<file path="config.mk">
export PLATFORM = sky130hd
export DESIGN_NAME = mem_access_sched
export DESIGN_NICKNAME = d
export VERILOG_FILES = /design/src/rtl/mem_access_sched.sv
export SDC_FILE = /design/constraint.sdc
export NUM_CORES = 1
export LEC_CHECK = 0
export CORE_ASPECT_RATIO = 2
export CORE_MARGIN = 1
export CORE_UTILIZATION = 43
export CTS_BUF_LIST = sky130_fd_sc_hd__clkbuf_8
export DETAILED_ROUTE_END_ITERATION = 12
export PLACE_DENSITY = 0.83
export SLEW_MARGIN = 25
export SYNTH_ARGS = -nofsm -noshare
export SYNTH_HDL_FRONTEND = slang
export SYNTH_SLANG_ARGS = --single-unit
</file>
<file path="constraint.sdc">
create_clock -name clk -period 2.5 [get_ports clk]
set_input_delay 0.25 -clock clk [delete_from_list [all_inputs] [get_ports clk]]
set_output_delay 0.25 -clock clk [all_outputs]
set_load 0.03 [all_outputs]
</file>
<file path="src/rtl/mem_access_sched.sv">
// mem_access_sched: MEM-stage access scheduler for a BRAM data memory and an IO bus.
// Ports:
//   clk, rst_n                      clock, asynchronous active-low reset
//   mem_read_i, mem_write_i         data-memory load/store request
//   io_read_i, io_write_i           IO load/store request (priority over memory)
//   byte_or_word_i                  access size: 01 byte, 10 halfword, 00/11 word
//   unsigned_i                      zero-extend loads when 1, sign-extend when 0
//   addr_i, wdata_i                 byte address and store data
//   dmem_en_o, dmem_we_o            BRAM enable and byte write enables
//   dmem_addr_o, dmem_wdata_o       BRAM word address and replicated store data
//   dmem_rdata_i                    BRAM read data, valid one cycle after enable
//   io_req_o, io_we_o               IO request and write flag, held until ack/timeout
//   io_addr_o, io_wdata_o           IO address and write data
//   io_ack_i, io_rdata_i            IO acknowledge and read data
//   stall_o                         pipeline freeze
//   rdata_o, rdata_valid_o          load result and one-cycle valid
//   misalign_o, io_timeout_o        misaligned-access flag, one-cycle IO timeout pulse
module mem_access_sched #(
    parameter int unsigned TIMEOUT = 255
) (
    input  logic        clk,
    input  logic        rst_n,
    input  logic        mem_read_i,
    input  logic        mem_write_i,
    input  logic        io_read_i,
    input  logic        io_write_i,
    input  logic [1:0]  byte_or_word_i,
    input  logic        unsigned_i,
    input  logic [31:0] addr_i,
    input  logic [31:0] wdata_i,
    output logic        dmem_en_o,
    output logic [3:0]  dmem_we_o,
    output logic [13:0] dmem_addr_o,
    output logic [31:0] dmem_wdata_o,
    input  logic [31:0] dmem_rdata_i,
    output logic        io_req_o,
    output logic        io_we_o,
    output logic [31:0] io_addr_o,
    output logic [31:0] io_wdata_o,
    input  logic        io_ack_i,
    input  logic [31:0] io_rdata_i,
    output logic        stall_o,
    output logic [31:0] rdata_o,
    output logic        rdata_valid_o,
    output logic        misalign_o,
    output logic        io_timeout_o
);
    typedef enum logic [1:0] {IDLE, RD_WAIT, IO_WAIT, DONE} state_t;

    localparam logic [7:0] LAST = 8'(TIMEOUT - 1);

    state_t      state;
    logic [1:0]  off_q;
    logic [1:0]  size_q;
    logic        uns_q;
    logic [7:0]  cnt;
    logic        is_byte;
    logic        is_half;
    logic        misal;
    logic        io_any;
    logic        idle;
    logic        io_go;
    logic        mem_rd;
    logic        mem_wr;
    logic [3:0]  mask;
    logic [31:0] sh;
    logic [31:0] ext;

    assign is_byte = byte_or_word_i == 2'b01;
    assign is_half = byte_or_word_i == 2'b10;
    assign misal   = (is_half && addr_i[0]) || (!is_byte && !is_half && addr_i[1:0] != 2'b00);
    assign io_any  = io_read_i | io_write_i;
    // Combinational outputs are gated by rst_n so reset forces them low immediately.
    assign idle    = rst_n && state == IDLE;
    assign io_go   = idle && io_any && !misal;
    assign mem_wr  = idle && !io_any && mem_write_i && !misal;
    assign mem_rd  = idle && !io_any && mem_read_i && !mem_write_i && !misal;

    assign mask = is_byte ? 4'b0001 << addr_i[1:0] :
                  is_half ? 4'b0011 << {addr_i[1], 1'b0} : 4'b1111;

    assign misalign_o   = idle && (io_any || mem_read_i || mem_write_i) && misal;
    assign dmem_en_o    = mem_wr || mem_rd;
    assign dmem_we_o    = mem_wr ? mask : 4'b0000;
    assign dmem_addr_o  = addr_i[15:2];
    assign dmem_wdata_o = is_byte ? {4{wdata_i[7:0]}} : is_half ? {2{wdata_i[15:0]}} : wdata_i;
    assign stall_o      = io_go || mem_rd || (rst_n && (state == RD_WAIT || state == IO_WAIT));

    // Align the addressed lane to bit 0, then extend according to the latched size.
    assign sh  = dmem_rdata_i >> {off_q, 3'b000};
    assign ext = size_q == 2'b01 ? {{24{~uns_q & sh[7]}}, sh[7:0]} :
                 size_q == 2'b10 ? {{16{~uns_q & sh[15]}}, sh[15:0]} : sh;

    always_ff @(posedge clk or negedge rst_n) begin
        if (!rst_n) begin
            state         <= IDLE;
            off_q         <= '0;
            size_q        <= '0;
            uns_q         <= 1'b0;
            cnt           <= '0;
            io_req_o      <= 1'b0;
            io_we_o       <= 1'b0;
            io_addr_o     <= '0;
            io_wdata_o    <= '0;
            rdata_o       <= '0;
            rdata_valid_o <= 1'b0;
            io_timeout_o  <= 1'b0;
        end else begin
            rdata_valid_o <= 1'b0;
            io_timeout_o  <= 1'b0;
            case (state)
                IDLE: begin
                    if (io_go) begin
                        io_addr_o  <= addr_i;
                        io_wdata_o <= wdata_i;
                        io_we_o    <= io_write_i;
                        io_req_o   <= 1'b1;
                        cnt        <= '0;
                        state      <= IO_WAIT;
                    end else if (mem_rd) begin
                        off_q  <= addr_i[1:0];
                        size_q <= byte_or_word_i;
                        uns_q  <= unsigned_i;
                        state  <= RD_WAIT;
                    end
                end
                RD_WAIT: begin
                    rdata_o       <= ext;
                    rdata_valid_o <= 1'b1;
                    state         <= DONE;
                end
                IO_WAIT: begin
                    // An ack wins over a coincident timeout.
                    if (io_ack_i) begin
                        io_req_o      <= 1'b0;
                        rdata_o       <= io_we_o ? rdata_o : io_rdata_i;
                        rdata_valid_o <= !io_we_o;
                        state         <= DONE;
                    end else if (cnt == LAST) begin
                        io_req_o      <= 1'b0;
                        rdata_o       <= io_we_o ? rdata_o : 32'hDEAD_BEEF;
                        rdata_valid_o <= !io_we_o;
                        io_timeout_o  <= 1'b1;
                        state         <= DONE;
                    end else begin
                        cnt <= cnt + 8'd1;
                    end
                end
                default: state <= IDLE;
            endcase
        end
    end
endmodule
</file>
==> Word-level counts from Yosys, hierarchy flattened <==
Cells that the tools add are included.
{ "classes": {"add_sub_neg": 1, "eq_ne": 14, "shift": 3, "muxes": 31, "n_bitwise": 5, "reduce_logical": 38} }
{ "op_table": {"columns": ["operator", "count"], "rows": [
  ["$mux W32", 8],
  ["$pmux W32 S2", 1],
  ["$shr A32 B5 Y32", 1],
  ["$mux W8", 3],
  ["$pmux W8 S2", 1],
  ["$logic_and A1 B1 Y1", 15],
  ["$mux W4", 3],
  ["$ne A3 B3 Y1 const B", 3],
  ["$add A8 B1 Y8 const B", 1],
  ["$eq A8 B8 Y1 const B", 1],
  ["$mux W1", 8],
  ["$mux W2", 4],
  ["$reduce_and A4 Y1", 2],
  ["$logic_or A1 B1 Y1", 7],
  ["$eq A2 B1 Y1 const B", 3],
  ["$eq A2 B2 Y1 const B", 3],
  ["$logic_not A1 Y1", 6],
  ["$ne A2 B2 Y1 const B", 3],
  ["$pmux W2 S3", 1],
  ["$reduce_and A3 Y1", 2],
  ["$reduce_bool A2 Y1", 3],
  ["$pmux W1 S2", 2],
  ["$reduce_and A2 Y1", 2],
  ["$shl A1 B2 Y4 const A", 1],
  ["other kinds (6)", 8]
]} }
{ "word_totals": {"reg_bits": 115, "out_inout_bits": 153, "word_cells": 104} }

==> Longest topological paths before layout <==
{ "depth": {"depth_word": 10, "mapped_depth": 10} }

==> Least setup slack after synthesis <==
No wires, ideal clock.
{ "synth_timing": {"path_kind": "input to output", "startpoint": "input byte_or_word_i[0]", "endpoint": "output dmem_we_o[3]", "arrival_ps": 1917, "required_ps": 2250, "setup_slack_ps": 333, "stages": 7, "n_path_buf": 1, "cell_sequence": "inv_1 > ha_1 > buf_4 > nand2_1 > and3_1 > nand4_1 > nor3_1"} }
{ "synth_via": {"elab_chain_cells": 8, "elab_cells_between_ends": 13} }
{ "synth_lines": {"columns": ["item", "line", "text"], "rows": [
  ["start: declaration", "27", "input logic [1:0] byte_or_word_i,"],
  ["$eq A2 B1 Y1 or $eq A2 B2 Y1 (tied branches)", "69, 70", null],
  ["$logic_not A1 Y1", "71", "assign misal = (is_half && addr_i[0]) || (!is_byte && !is_half && addr_i[1:0] != 2'b00);"],
  ["$logic_and A1 B1 Y1 (2 in series)", "71", null],
  ["$logic_or A1 B1 Y1", "71", null],
  ["$logic_not A1 Y1", "76", "assign mem_wr = idle && !io_any && mem_write_i && !misal;"],
  ["$logic_and A1 B1 Y1", "76", null],
  ["$mux W4 *", "84", "assign dmem_we_o = mem_wr ? mask : 4'b0000;"],
  ["end: declaration", "32", "output logic [3:0] dmem_we_o,"]
]} }
Every way passes the cells marked *; elsewhere a longest branch is shown, timed or not.

==> Worst setup path after layout <==
{ "layout_timing": {"startpoint": "input byte_or_word_i[0]", "endpoint": "output dmem_we_o[0]"} }
Same word-level chain as after synthesis.

==> metrics <==
P_leak around 4.1 nW; Critical Path Start byte_or_word_i[0]; Num CTS Buffers 17; # Max-Cap Violations 0; # diodes 0; initial core utilization 0.437; cell internal pwr between 6 and 7 mW; Total Power approximately 12 mW; WS Path Type input port to primary output; Residual DRC 0; Final Net Count between 1000 and 1500; CTS tree done; root buffer cell clkbuf_8; predominant post-synthesis flop cell dfrtp_1; RSZ-0062 raised after global routing no; first drt pass iteration count 5; clock slew at reported path FFs ~0.07 ns; die height ~170 um; antenna violations before repair 0; post-DP HPWL 16.2 mm; final instance area about 9600 um2; Cell Area, Synth between 6000 and 7000 um2; Mapped Cells between 500 and 600; Skew-Pair Late Insertion Delay 0.43 ns; antenna viol nets, final 0; asr flop ratio synth 1.00; final-report hold violation count 0; drt via density roughly 5.2; Post-synth EDFFs 0; Final min period 2.36 ns; switching pwr roughly 5.5 mW; die area 15000 um2; clock share of power 0.141; top cells by count, synth dfrtp_1 (115), mux2_2 (73), o21ai_0 (55), nor2_1 (49), nand2_1 (35); Post-Syn Nets 740; leading area contributor after synthesis dfrtp_1; Synth Register Bits 115; hold_sp addr_i[25]; final period utilization 0.943; Slew HR 0.512; Area after DPL between 9000 and 10000 um2; Worst setup SP type input port; dpl ws about 0.014 ns; PnR worst setup slack approximately 0.14 ns; Max Freq around 0.42 GHz; layout cells sized above 1 0.195; via count approximately 5600; grt ovf 0; Mean Syn Cell Area roughly 11 um2; GRT Util Overall 0.281; # Post-CTS Setup Buffers 0; DR iter-0 viols between 200 and 250; FP Rows 62; final wirelength 20.9 mm; count leader, synth dfrtp_1; Placer Congestion about 0.98; Min-Delay Path Class input port to flip-flop; required time worst endpoint around 2.3 ns; Peak VDD IR about 0.9 mV; vias in the first global route about 5800; Final Setup Violations 0; die width a little under 90 um; routed len/inst ~19 um; Synth-to-Final Area Change 54.0%; Max Clock Skew 0.0115 ns; Max clock buf depth 2; combinational share of power 0.595; Buffers on Ports 290; synth top area cells dfrtp_1 (46%), mux2_2 (13%), o21ai_0 (4.4%); crit path DAT approximately 2.1 ns; Seq pwr share 0.264; status completed; sw frac 0.442; TNS Setup 0 ns; global-route wire length before repair 30.9 mm; H-tree depth reported by CTS 4; pin count of the biggest net entering global routing between 50 and 60; post-synth top area share 0.461; Core Box Area 14300 um2; CTS sink count ~120; CP Capture Type primary output; # IOs 291; Worst Path Max Fanout 9; worst r2r src state[0]$_DFFE_PN0P_; WHS around 0.43 ns; warnings from Yosys 0; Slew Viols, Final 0; PD cells roughly 1300 nW/um2; Yosys cell types just under 60; Least-Margin Pin Slew between 0.7 and 0.8 ns; Seq/Total Area, Yosys 0.461
-- cell usage in the layout, fill, tap and decap left out, types with 2 or more instances in the layout --
cell             count
ha_1                 8
nand4b_1             2
a22o_1               3
nor3_1              11
buf_4               44
o21ai_1              4
nor2b_1             10
a211oi_1             9
o21a_1               2
o22ai_1             12
nand4_1              4
bufinv_16            3
a21oi_1             33
inv_1               20
nor3b_1              2
clkdlybuf4s50_1    258
mux2_4               7
xnor2_1              6
dfrtp_1            115
a221oi_1             2
o22a_1               4
mux2_2              73
buf_12               4
and2_1               3
clkbuf_8            18
nor4_1               3
nand2_1             35
o21ai_0             55
nand3b_1             3
mux2i_1             24
nor2_1              49
dlymetal6s2s_1       8
nand3_1             11
nand2b_1             3
and3_2               2
clkinv_2             5
-- cell type report --
type | count | area (um2)
Clock buffer | 18 | 248
Clock inverter | 14 | 146
Fill cell | 1192 | 4660
Inverter | 16 | 60.1
Multi-Input combinational cell | 406 | 2940
Sequential cell | 115 | 2880
Tap cell | 192 | 240
Timing Repair Buffer | 315 | 3100
-- worst max-delay path: stages --
cell and delay (ns):
clkdlybuf4s50_1 0.48, inv_1 0.07, ha_1 0.21, buf_4 0.20
nand2_1 0.10, and3_2 0.24, nand4_1 0.19, nor2_1 0.19
buf_4 0.18
-- cell families (layout without fill, tap and decap cells) --
kind of cell	Yosys count	in the layout	share of synthesized area
xor gates and xnor gates	6	6	0.00842
muxes	105	105	0.191
DFF	115	115	0.461
buffers and inverters	73	363	0.0700
and+or+nand+nor	148	148	0.117
adders and majority gates	8	8	0.0160
AOI/OAI and AO/OA	139	139	0.137
-- per-layer routing --
layer / wire length (um) / vias to the layer above / track usage
li1: - / 2654 / -
met1: 6920 / 2663 / 0.268
met2: 11800 / 260 / 0.533
met3: 1210 / 58 / 0.0606
met4: 986 / 0 / 0.170
met5: 0 / - / 0
-- final timing paths --
path                                         endpoint  slack [ns]  cells after the start
max reg2reg                   rdata_o[29]$_DFFE_PN0P_        0.22                      6
max in group asynchronous      rdata_o[0]$_DFFE_PN0P_        0.88                      4
min reg2reg                   rdata_o[29]$_DFFE_PN0P_        0.48                      2
min in group asynchronous  io_wdata_o[22]$_DFFE_PN0P_        0.48                      3
min                         io_addr_o[25]$_DFFE_PN0P_        0.43                      2
max                                      dmem_we_o[0]        0.14                      9
-- flip-flops by register name, summed over array words and instances, names as in the netlist, 2 cells and up --
signal / cells
state: 2
size_q: 2
io_wdata_o: 32
off_q: 2
cnt: 8
rdata_o: 32
io_addr_o: 32
-- power groups by stage --
stage	Sequential, mW	Combinational (mW)	Clock [mW]
2_1_floorplan	4.86	2.92	0
3_3_place_gp	3.26	7.27	0
3_5_place_dp	3.31	7.37	0
4_1_cts	3.28	7.40	1.80
5_1_grt	3.40	7.86	1.88
6_report	3.28	7.38	1.76
-- stage by stage --
step | util | cells
global placement | 0.643 | 1043
CTS | 0.671 | 1076
detailed placement | 0.643 | 1043
floorplan | - | 594
global route | 0.673 | 1076
finish | 0.673 | 1076
-- what timing repair did --
action                                  in CTS  in global routing
endpoints found under the setup margin       0                 10
hold endpoints to repair                    61                  0
resized for setup                            0                 10
hold buffers                                 1                  0
(Power assumes the default switching activity.)
